`src/rtl/traffic_phase_scheduler.sv`:
```
// Demand-actuated two-road phase scheduler with pedestrian walk insertion.
// Drives the lamp bus {G1,Y1,R1,G2,Y2,R2}, the walk lamp and a debug phase code.
module traffic_phase_scheduler #(
    parameter int unsigned TICK_DIV  = 100000000,
    parameter int unsigned GREEN_MIN = 5,
    parameter int unsigned GREEN_MAX = 20,
    parameter int unsigned YELLOW_T  = 3,
    parameter int unsigned ALLRED_T  = 1,
    parameter int unsigned WALK_T    = 8
) (
    input  logic       clk,
    input  logic       rst_n,
    input  logic       veh1_req,
    input  logic       veh2_req,
    input  logic       ped_req,
    output logic       ped_ack,
    output logic       walk,
    output logic [5:0] lights,
    output logic [2:0] phase
);

    typedef enum logic [2:0] {
        G1   = 3'd0,
        Y1   = 3'd1,
        AR1  = 3'd2,
        G2   = 3'd3,
        Y2   = 3'd4,
        AR2  = 3'd5,
        WALK = 3'd6
    } state_t;

    localparam int PW = (TICK_DIV > 1) ? $clog2(TICK_DIV) : 1;
    localparam logic [PW-1:0] PRESC_LAST = PW'(TICK_DIV - 1);
    localparam logic [7:0] GMIN = 8'(GREEN_MIN);
    localparam logic [7:0] GMAX = 8'(GREEN_MAX);
    localparam logic [7:0] YEL  = 8'(YELLOW_T);
    localparam logic [7:0] ART  = 8'(ALLRED_T);
    localparam logic [7:0] WLK  = 8'(WALK_T);

    state_t        state_q, state_d;
    state_t        walk_next_q, walk_next_d;
    logic [PW-1:0] presc_q;
    logic [7:0]    elapsed_q;
    logic [7:0]    en;
    logic          ped_pending_q, ped_pending_d;
    logic          tick, change, enter_walk;
    logic [5:0]    lights_q;
    logic [2:0]    phase_q;
    logic          walk_q, ped_ack_q;

    function automatic logic [5:0] lamp(input state_t s);
        case (s)
            G1:      lamp = 6'b100001;
            Y1:      lamp = 6'b010001;
            G2:      lamp = 6'b001100;
            Y2:      lamp = 6'b001010;
            default: lamp = 6'b001001;
        endcase
    endfunction

    always_comb begin
        tick = (presc_q == PRESC_LAST);
        en = (elapsed_q == 8'hFF) ? 8'hFF : elapsed_q + 8'd1;
        state_d = state_q;
        walk_next_d = walk_next_q;
        case (state_q)
            G1: if (tick && en >= GMIN && (veh2_req || ped_pending_q)
                    && (!veh1_req || en >= GMAX)) state_d = Y1;
            G2: if (tick && en >= GMIN && (veh1_req || ped_pending_q)
                    && (!veh2_req || en >= GMAX)) state_d = Y2;
            Y1: if (tick && en == YEL) state_d = AR1;
            Y2: if (tick && en == YEL) state_d = AR2;
            AR1: if (tick && en == ART) begin
                if (ped_pending_q) begin
                    state_d = WALK;
                    walk_next_d = G2;
                end else begin
                    state_d = G2;
                end
            end
            AR2: if (tick && en == ART) begin
                if (ped_pending_q) begin
                    state_d = WALK;
                    walk_next_d = G1;
                end else begin
                    state_d = G1;
                end
            end
            WALK: if (tick && en == WLK) state_d = walk_next_q;
            default: state_d = AR2;
        endcase
        change = (state_d != state_q);
        enter_walk = (state_d == WALK) && (state_q != WALK);
        // Entering WALK serves the request, so the clear beats a same-cycle press.
        ped_pending_d = enter_walk ? 1'b0
                      : (ped_pending_q | (ped_req && state_q != WALK));
    end

    always_ff @(posedge clk or negedge rst_n) begin
        if (!rst_n) begin
            state_q       <= AR2;
            walk_next_q   <= G1;
            presc_q       <= '0;
            elapsed_q     <= '0;
            ped_pending_q <= 1'b0;
            lights_q      <= 6'b001001;
            phase_q       <= 3'd5;
            walk_q        <= 1'b0;
            ped_ack_q     <= 1'b0;
        end else begin
            state_q       <= state_d;
            walk_next_q   <= walk_next_d;
            ped_pending_q <= ped_pending_d;
            if (change) begin
                presc_q   <= '0;
                elapsed_q <= '0;
            end else begin
                presc_q <= tick ? '0 : presc_q + PW'(1);
                if (tick && elapsed_q != 8'hFF) elapsed_q <= elapsed_q + 8'd1;
            end
            lights_q  <= lamp(state_d);
            phase_q   <= state_d;
            walk_q    <= (state_d == WALK);
            ped_ack_q <= enter_walk;
        end
    end

    assign lights  = lights_q;
    assign phase   = phase_q;
    assign walk    = walk_q;
    assign ped_ack = ped_ack_q;

endmodule

```
`config.mk`:
```
export PLATFORM = sky130hd
export DESIGN_NAME = traffic_phase_scheduler
export DESIGN_NICKNAME = d
export VERILOG_FILES = /design/src/rtl/traffic_phase_scheduler.sv
export SDC_FILE = /design/constraint.sdc
export NUM_CORES = 1
export LEC_CHECK = 0
export CAP_MARGIN = 20
export CORE_ASPECT_RATIO = 1.75
export CORE_MARGIN = 2
export CORE_UTILIZATION = 48
export DETAILED_ROUTE_END_ITERATION = 7
export PLACE_DENSITY_LB_ADDON = 0.12
export SLEW_MARGIN = 25
export SYNTH_ARGS = -nofsm -noshare
export SYNTH_HDL_FRONTEND = slang
export SYNTH_SLANG_ARGS = --single-unit
```
`constraint.sdc`:
```
create_clock -name clk -period 3.7 [get_ports clk]
set_input_delay 0.925 -clock clk [delete_from_list [all_inputs] [get_ports clk]]
set_output_delay 0.925 -clock clk [all_outputs]
set_load 0.03 [all_outputs]
```
### Word level (Yosys, flattened, before mapping)

Cells that the tools add are included.

| operators by class | value |
|---|---|
| add/subtract/negate cells | 2 |
| magnitude comparators | 2 |
| eq/ne operators | 22 |
| muxes and demuxes | 22 |
| bitwise gates (word level) | 1 |
| reduce and logical (&&, ||, !) cells | 22 |

Operators by type and width:

| kind | count |
|---|---|
| $mux 27 | 2 |
| $mux 3 | 13 |
| $add 27x1->27 const B | 1 |
| $eq 27x27->1 const B | 1 |
| $mux 8 | 3 |
| $pmux 6 s4 | 1 |
| $pmux 3 s7 | 1 |
| $eq 3x3->1 const B | 5 |
| $logic_and 1x1->1 | 11 |
| $eq 3x2->1 const B | 3 |
| $add 8x1->8 const B | 1 |
| $eq 8x1->1 const B | 1 |
| $eq 8x2->1 const B | 1 |
| $eq 8x4->1 const B | 1 |
| $eq 8x8->1 const B | 1 |
| $ge 8x3->1 const B | 1 |
| $ge 8x5->1 const B | 1 |
| $ne 2x2->1 const B | 4 |
| $ne 8x8->1 const B | 1 |
| $eq 3x1->1 const B | 2 |
| $logic_not 3->1 | 2 |
| $pmux 3 s2 | 1 |
| $reduce_and 5->1 | 1 |
| $logic_or 1x1->1 | 4 |
| 6 further kinds | 8 |

| storage, ports and cells | value |
|---|---|
| register bits | 50 |
| output and inout bits | 11 |
| word-level logic and storage cells | 79 |

### Longest topological paths before layout

Gate-level depths: netlist (run 1).

| logic depth | value |
|---|---|
| word-level depth | 11 |
| gate-level depth with buffers | 11 |

### Worst setup path before layout (run 1)

Ideal clock, no wire load.

| timing path | value |
|---|---|
| path type | flip-flop to flip-flop |
| start point | register elapsed_q[0] |
| end point | register presc_q[22] |
| library setup time | 0.119 ns |
| arrival time | 2.688 ns |
| required time | 3.581 ns |
| setup slack | 0.893 ns |
| stages on the path, launching flop included | 12 |
| buffers on the path | 2 |
| period minus slack after synthesis | 2.807 ns |
| path through | dfrtp_1 -> ha_1 -> and3_1 -> mux2_2 -> nor4_2 -> nor4bb_1 -> o21ai_1 -> o311ai_1 -> nand2b_1 -> buf_4 -> buf_4 -> nor2_1 |

| on the way | value |
|---|---|
| longest elaborated chain between the ends | 10 |
| elaborated cells on any way between the ends | 28 |
| those cells by class | 1 x add/sub; 2 x order compare; 5 x eq/ne; 10 x mux; 10 x reduce/logical |

Ends and longest elaborated chain:

| item | line | RTL |
|---|---|---|
| start: declaration | 43 | `logic [7:0] elapsed_q;` |
| start signal: assignment | 119 | `if (tick && elapsed_q != 8'hFF) elapsed_q <= elapsed_q + 8'd1;` |
| $add 8x1->8 or $eq 8x8->1 (tied branches) | 63 | `en = (elapsed_q == 8'hFF) ? 8'hFF : elapsed_q + 8'd1;` |
| $mux 8 * | 63 |  |
| $ge 8x3->1 | 67, 69 |  |
| $logic_and 1x1->1 | 67, 69 |  |
| $logic_and 1x1->1 (on tied branches) | 69, 67 |  |
| $logic_and 1x1->1 (on tied branches) | 70, 68 |  |
| $mux 3 (on tied branches) | 69, 67 |  |
| $pmux 3 s7 * | 66 | `case (state_q)` |
| $ne 3x3->1 * | 92 | `change = (state_d != state_q);` |
| $mux 27 * | 114 | `if (change) begin` |
| end signal: assignment | 118 | `presc_q <= tick ? '0 : presc_q + PW'(1);` |
| end: declaration | 42 | `logic [PW-1:0] presc_q;` |

Mark *: on every way between the ends. The rest lies on a longest branch, timed or not.
A chain may end at the register's enable or synchronous reset.

### Worst setup path after layout (run 1)

| timing path | value |
|---|---|
| start point | register elapsed_q[0] |
| end point | register lights_q[0] (netlist: lights[0]) |

| on the way | value |
|---|---|
| longest elaborated chain between the ends | 10 |
| elaborated cells on any way between the ends | 31 |
| those cells by class | 1 x add/sub; 2 x order compare; 7 x eq/ne; 10 x mux; 11 x reduce/logical |

Ends and longest elaborated chain:

| item | line | RTL |
|---|---|---|
| $add 8x1->8 or $eq 8x8->1 (tied branches) | 63 |  |
| $mux 8 * | 63 |  |
| $ge 8x3->1 | 67, 69 |  |
| $logic_and 1x1->1 | 67, 69 |  |
| $logic_and 1x1->1 (on tied branches) | 69, 67 |  |
| $logic_and 1x1->1 (on tied branches) | 70, 68 |  |
| $mux 3 (on tied branches) | 69, 67 |  |
| $pmux 3 s7 * | 66 |  |
| $eq 3x3->1 (tied with other cells) | 52 | `case (s)` |
| $pmux 6 s4 * | 52 |  |
| end signal: assignment | 121 | `lights_q <= lamp(state_d);` |
| end: declaration | 47 | `logic [5:0] lights_q;` |

Marks and branches as above.

==> metrics.md, run 1 <==
| Metric | Value |
|---|---|
| Run status | `complete, no violations` |
| Slew at the pin closest to its max-slew limit | `818.9 ps` |
| Most used flip-flop cell after synthesis | `dfrtp_1` |
| Area growth from synthesis to layout | `11.73%` |
| Clock latency on the worst-skew pair | `290 ps` |
| Horizontal die dimension | `61.69 um` |
| Cell-internal power | `0.7309 mW` |
| FF-to-FF End | `lights[0]` |
| Reg2reg start | `elapsed_q[0]` |
| Cell Area, Synth | `2795 um^2` |
| Power per Cell Area | `289.1 nW/um^2` |
| Area used by multi-input combinational logic | `1503 um^2` |
| Post-synthesis instance total | `300` |
| Average instance area after synthesis | `9.317 um^2` |
| Number of global-route vias before repair | `2,108` |
| Number of enable-type register cells in the synthesized netlist | `0` |
| Number of nets in the synthesized netlist | `307` |
| Number of sinks on the clock net | `48` |
| Standard-cell row count | `36` |
| Count of synthesis-stage warnings from yosys | `0` |
| Global route total overflow | `0` |
| Ratio of final minimum period to clock period | `87.94%` |
| Total CTS buffers | `5` |
| Sequential area share after synthesis | `43.15%` |
| Sequential cell area | `1206 um^2` |
| Final routed wire length divided by cell count | `14.65 um` |
| Remaining DRCs | `0` |
| Clock slew seen by the registers of the worst setup and hold paths | `80 ps` |
| 1st-pass router iterations | `4` |
| Drt initial violations | `176` |
| Number of non-filler instances in the completed layout | `392` |
| Root buf cell | `clkbuf_8` |
| Switching power total | `0.1718 mW` |
| Final setup violation count | `0` |
| Antenna violations before repair | `0` |
| Half-perimeter wire length after detailed placement | `4346 um` |
| Area of the die | `6474 um^2` |
| Final net count | `322` |
| Share of power burned in combinational logic | `1.8%` |
| CP Launch Type | `flop` |
| Worst setup timing slack at the placement stage | `434.0 ps` |
| Post-CTS setup buffer count | `0` |
| CTS H-tree lvls | `2` |
| Wire length of the first global-routing pass | `9680 um` |
| Worst-case vdd ir drop | `338.4 uV` |
| Placed insts | `384` |
| Final hold violations | `0` |
| Total number of vias | `2,151` |
| Startpoint-to-endpoint class of the critical path | `flop to flop` |
| Number of distinct library cells after synthesis | `55` |
| ANT nets after route | `0` |
| Count of pins over their slew limit | `0` |
| Worst Skew | `5.854 ps` |
| Gr usage total | `19.35%` |
| Highest net fanout along the worst path | `11` |
| Die boundary height | `105.0 um` |
| CTS tree | `yes` |
| Register-to-register setup slack | `450 ps` |
| Total of flip-flops plus latches after synthesis | `48` |
| Post-layout power | `0.9027 mW` |
| Layout filler cell count | `516` |
| Worst Reg-to-Reg Cells | `9` |
| Post-CTS sizing | `0` |
| Max-cap check violation count | `0` |
| Static leakage | `1.328 nW` |
| Share of final-layout standard cells stronger than drive strength 1 | `9.810%` |
| Critical path origin | `elapsed_q[0]` |
| Number of top-level pins | `16` |
| Data required time at the worst endpoint | `3920 ps` |
| Endpoint type of the worst setup path | `flop` |
| Final critical delay including setup and external delays | `3254 ps` |
| Class of the tightest hold or removal check | `flop to flop` |
| Detail-routed via count per cell | `5.487` |
| Clock power share | `40.2%` |
| Part of the power in registers | `58.1%` |
| Antenna Cells | `0` |
| Routability cong. | `0.8453` |
| Hold buffer count at cts | `0` |
| Clock buffer depth | `2` |
| Maximum clock frequency | `0.3073 GHz` |
| Critical path endpoint | `lights[0]` |
| Unrepaired setup endpoints after global routing | `false` |
| Proportion of synthesized flip-flops having asynchronous set or reset | `100.0%` |
| Worst min-delay path startpoint | `presc_q[0]` |
| Effective utilization at floorplan | `50.04%` |
| Worst Path Arrival | `3470 ps` |
| WL final | `5743 um` |
| Buffers on Ports | `15` |
| Share of total power consumed by net switching | `19.03%` |
| Worst-case headroom to the max-slew limit | `45.40%` |
| Minimum setup slack in the final design | `446.3 ps` |
| Maximum number of pins on one net before global-route repair | `38` |
| Total negative slack for setup checks | `0 ps` |
| Core Footprint | `5585 um^2` |
[worst max-delay path, cell delays in order, from the launching register on]
cell	delay [ps]
dfrtp_1	460
ha_1	540
nand2b_1	220
a211oi_1	90
or4_1	600
a2111oi_4	410
nand3b_1	210
and2_1	250
nor3b_1	340
nor2_1	70
[how the worst min path moves through the flow]
stage	end	slack (ps)	cells past startpoint
3_3_place_gp	presc_q[0]	480	1
4_1_cts	presc_q[0]	500	1
2_1_floorplan	presc_q[0]	450	1
3_5_place_dp	presc_q[0]	480	1
5_1_grt	presc_q[0]	530	1
6_report	presc_q[0]	500	1
[sequential cells by signal, summed over array words and instances, names as in the netlist]
| signal | cells |
|---|---|
| elapsed_q | 8 |
| walk_next_q | 1 |
| ped_pending_q | 1 |
| phase | 3 |
| walk | 1 |
| presc_q | 27 |
| ped_ack | 1 |
| lights | 6 |
[Yosys cell counts (8+ instances only)]
| cell type | count | area (um^2) |
|---|---|---|
| nor2_1 | 51 | 191.4 |
| nor2b_1 | 8 | 50.05 |
| dfrtp_1 | 44 | 1101 |
| inv_1 | 8 | 30.03 |
| and3_1 | 8 | 50.05 |
| nand2b_1 | 9 | 56.30 |
| nand3_1 | 12 | 60.06 |
| xnor2_1 | 13 | 113.9 |
| nand2_1 | 25 | 93.84 |
| xor2_1 | 18 | 157.7 |
| nor3_1 | 10 | 50.05 |
[cell usage in the layout, fill, tap and decap left out, types with 3 or more instances in the layout]
master / n
nand4_1: 3
xnor2_1: 13
and3_1: 8
nand2_1: 25
and4b_1: 3
dfrtp_1: 44
nand2b_1: 9
or3_1: 4
and4_1: 4
a211oi_1: 4
nor2b_1: 8
nand3_1: 12
buf_4: 5
clkdlybuf4s50_1: 14
and2_1: 7
a21oi_1: 7
clkbuf_8: 5
nor2_1: 51
inv_1: 8
xor2_1: 18
nor4b_2: 3
o31a_1: 3
dfstp_2: 4
o21ai_0: 3
nor3_1: 10
[logic make-up (layout without fill, tap and decap cells)]
family | after synthesis | after routing | synth area share, %
compound gates | 36 | 36 | 10.52
fa+ha+maj | 2 | 2 | 0.8951
buf+inv | 20 | 36 | 3.089
mux | 3 | 3 | 1.119
flops | 48 | 48 | 43.15
xor+xnor | 31 | 31 | 9.714
simple gates | 160 | 160 | 31.51
[final cells by class]
| cell class | count | area share (%) |
|---|---|---|
| Sequential cell | 48 | 38.62 |
| Timing Repair Buffer | 20 | 5.849 |
| Tap cell | 76 | 3.045 |
| Clock buffer | 7 | 2.444 |
| Inverter | 8 | 0.9615 |
| Multi-Input combinational cell | 232 | 48.12 |
| Clock inverter | 1 | 0.9615 |
[power groups by stage]
stage               clock network (mW)  logic (mW)  registers [mW]
global placement                     0      0.0163           0.535
finish                           0.362      0.0160           0.524
floorplan                            0     0.00115           0.535
CTS                              0.377      0.0168           0.524
detailed placement                   0      0.0168           0.535
global route                     0.398      0.0188           0.524
[through the flow]
step           utilization (%)  cell area, um^2  hold WS (ps)
3_5_place_dp             54.01             3017         484.8
3_3_place_gp             54.01             3017         476.5
5_1_grt                  55.91             3123         528.6
4_1_cts                  55.91             3123         496.8
6_report                 55.91             3123         503.5
2_1_floorplan                -             2795         445.1
[routing by layer]
layer,GRT usage (%),vias to the layer above,share of wire [%]
li1,-,1070,-
met1,23.34,1041,42
met2,33.83,32,55
met3,2.723,8,1.9
met4,6.079,0,1.4
met5,0,-,0
No activity file was read; power rests on OpenSTA's default activity.
==> inputs of run 2 (changes only) <==
ABC_AREA = 0   (was not set)
CORE_MARGIN = not set   (was 2)
==> run 2 against run 1 <==
Compared with the run above: sequential share of layout area increased by 0.20 points; final cell count unchanged; worst hold slack got worse by 15 ps; largest cell class unchanged; utilization decreased by 0.29 points; routed wire length increased by 0.10%; design area decreased by 0.52%; highest routed layer unchanged.
==> metrics.md, run 2 (same netlist as run 1, synthesis figures left out) <==
| Metric | Value |
|---|---|
| Run status | `complete, no violations (unchanged)` |
| Total number of vias | `2,164 (was 2,151)` |
| Share of final-layout standard cells stronger than drive strength 1 | `9.810% (unchanged)` |
| Clock buffer depth | `2 (unchanged)` |
| Effective utilization at floorplan | `50.04% (unchanged)` |
| Worst setup timing slack at the placement stage | `500.1 ps (was 434.0 ps)` |
| Minimum setup slack in the final design | `505.0 ps (was 446.3 ps)` |
| Horizontal die dimension | `59.69 um (was 61.69 um)` |
| Slew at the pin closest to its max-slew limit | `665.9 ps (was 818.9 ps)` |
| Endpoint type of the worst setup path | `flop (unchanged)` |
| CTS tree | `yes (unchanged)` |
| WL final | `5749 um (was 5743 um)` |
| Buffers on Ports | `15 (unchanged)` |
| Register ranked first by flip-flop count | `presc_q (unchanged)` |
| Area growth from synthesis to layout | `11.15% (was 11.73%)` |
| Power per Cell Area | `276.9 nW/um^2 (was 289.1 nW/um^2)` |
| Worst Path Arrival | `3410 ps (was 3470 ps)` |
| Post-CTS setup buffer count | `0 (unchanged)` |
| Data required time at the worst endpoint | `3920 ps (about the same)` |
| Critical path's slowest cell | `or4_1 (unchanged)` |
| Worst path cell trace | `ha_1, nand2b_1, a211oi_1, or4_1, a2111oi_4, nand3b_1, and2_1, nor3b_1, nor2_1 (unchanged)` |
| Final routed wire length divided by cell count | `14.67 um (was 14.65 um)` |
| Wire length of the first global-routing pass | `9798 um (was 9680 um)` |
| CTS H-tree lvls | `2 (unchanged)` |
| Worst-case vdd ir drop | `274.7 uV (was 338.4 uV)` |
| Final standard cell utilization of the core | `55.62% (was 55.91%)` |
| Remaining DRCs | `0 (unchanged)` |
| Root buf cell | `clkbuf_8 (unchanged)` |
| Clock slew seen by the registers of the worst setup and hold paths | `90 ps (was 80 ps)` |
| Antenna Cells | `0 (unchanged)` |
| Count of pins over their slew limit | `0 (unchanged)` |
| Hold buffer count at cts | `0 (unchanged)` |
| Worst Skew | `8.022 ps (was 5.854 ps)` |
| Post-layout power | `0.8603 mW (was 0.9027 mW)` |
| Number of non-filler instances in the completed layout | `392 (unchanged)` |
| Ratio of final minimum period to clock period | `86.35% (was 87.94%)` |
| Drt initial violations | `77 (was 176)` |
| Global route total overflow | `0 (unchanged)` |
| Clock latency on the worst-skew pair | `300 ps (was 290 ps)` |
| Placed insts | `384 (unchanged)` |
| Number of global-route vias before repair | `2,133 (was 2,108)` |
| Class of the tightest hold or removal check | `flop to flop (unchanged)` |
| Maximum clock frequency | `0.3130 GHz (was 0.3073 GHz)` |
| ANT nets after route | `0 (unchanged)` |
| Largest register FFs | `27 (unchanged)` |
| Antenna violations before repair | `0 (unchanged)` |
| Final net count | `322 (unchanged)` |
| Number of top-level pins | `16 (unchanged)` |
| Maximum number of pins on one net before global-route repair | `30 (was 38)` |
| Total CTS buffers | `5 (unchanged)` |
| Total negative slack for setup checks | `0 ps (unchanged)` |
| Gr usage total | `21.21% (was 19.35%)` |
| Most frequent cells in the layout | `nor2_1, dfrtp_1, nand2_1, xor2_1, clkdlybuf4s50_1 (unchanged)` |
| Bufs and invs on worst path | `0 (unchanged)` |
| Post-CTS sizing | `0 (unchanged)` |
| Number of sinks on the clock net | `48 (unchanged)` |
| Unrepaired setup endpoints after global routing | `false (unchanged)` |
| Static leakage | `1.321 nW (was 1.328 nW)` |
| Startpoint-to-endpoint class of the critical path | `flop to flop (unchanged)` |
| Final critical delay including setup and external delays | `3195 ps (was 3254 ps)` |
| Core Footprint | `5585 um^2 (unchanged)` |
| Worst-case headroom to the max-slew limit | `55.60% (was 45.40%)` |
| Routability cong. | `0.8244 (was 0.8453)` |
| Most common cell after layout, fill and taps aside | `nor2_1 (unchanged)` |
| CP Launch Type | `flop (unchanged)` |
| Biggest cell delay along the critical path | `580 ps (was 600 ps)` |
| Half-perimeter wire length after detailed placement | `4284 um (was 4346 um)` |
| Die boundary height | `103.0 um (was 105.0 um)` |
| 1st-pass router iterations | `4 (unchanged)` |
| Detail-routed via count per cell | `5.520 (was 5.487)` |
| Standard-cell row count | `36 (unchanged)` |
| Area of the die | `6145 um^2 (was 6474 um^2)` |
| Max-cap check violation count | `0 (unchanged)` |
| Final setup violation count | `0 (unchanged)` |
| Highest net fanout along the worst path | `11 (unchanged)` |
| Kind of cell adding the most delay to the critical path | `simple AND/OR/NAND/NOR gates (unchanged)` |
| Final hold violations | `0 (unchanged)` |
==> run 2: changes by cell type in the layout (fill, tap and decap cells not counted) <==
cell	change
bufinv_16	-1
clkbuf_8	+1
==> run 2: final timing paths <==
kind                            slack [ps]           end    startpoint  depth (start not counted)
worst max-delay path                   510     lights[0]  elapsed_q[0]                          9
worst min-delay path                   490    presc_q[0]    presc_q[0]                          1
worst max register to register         510     lights[0]  elapsed_q[0]                          9
worst min register to register         490    presc_q[0]    presc_q[0]                          1
max in group asynchronous             2260     lights[0]         rst_n                          2
min in group asynchronous              650  elapsed_q[3]         rst_n                          1
==> run 2: per-layer routing <==
metal  vias up  part of all wire [%]  GRT usage [%]
li1       1070                     -              -
met1      1049                    42          26.11
met2        29                    53          35.81
met3        16                   1.9          3.011
met4         0                   3.5          10.02
met5         -                     0              0
==> run 2: stage by stage <==
| stage | hold slack [ps] | cell area [um^2] |
|---|---|---|
| after detailed placement | 485.8 | 3017 |
| after global routing | 529.1 | 3107 |
| after CTS | 497.5 | 3107 |
| after floorplan | 445.1 | 2795 |
| final | 488.9 | 3107 |
| after global placement | 477.7 | 3017 |
==> run 2: worst register-to-register path, stage by stage (launching register included) <==
cell and delay, ps:
dfrtp_1 460, ha_1 510, nand2b_1 210, a211oi_1 80, or4_1 580, a2111oi_4 410, nand3b_1 220, and2_1 260
nor3b_1 320, nor2_1 70
==> run 2: power breakdown <==
| part | switching, mW | internal [mW] | leakage (nW) | total (mW) |
|---|---|---|---|---|
| combinational | 0.0114 | 0.00444 | 0.633 | 0.0158 |
| sequential | 0.0000000000000000789 | 0.524 | 0.642 | 0.524 |
| clock | 0.167 | 0.153 | 0.0455 | 0.320 |
| total | 0.179 | 0.681 | 1.32 | 0.860 |
==> run 2: cell type report <==
| cell class | instances | area, um^2 |
|---|---|---|
| fillers | 558 | 2479 |
| multi-input cells | 232 | 1503 |
| flip-flops and latches | 48 | 1206 |
| repair buffers | 20 | 182.7 |
| well taps | 76 | 95.09 |
| clock buffers | 8 | 90.09 |
| inverters | 8 | 30.03 |
==> inputs of run 3 (changes only) <==
SKIP_CTS_REPAIR_TIMING = 1   (was not set)
==> results of run 3 <==
Same layout as run 2: the final DEF is identical, and so are final timing and power.
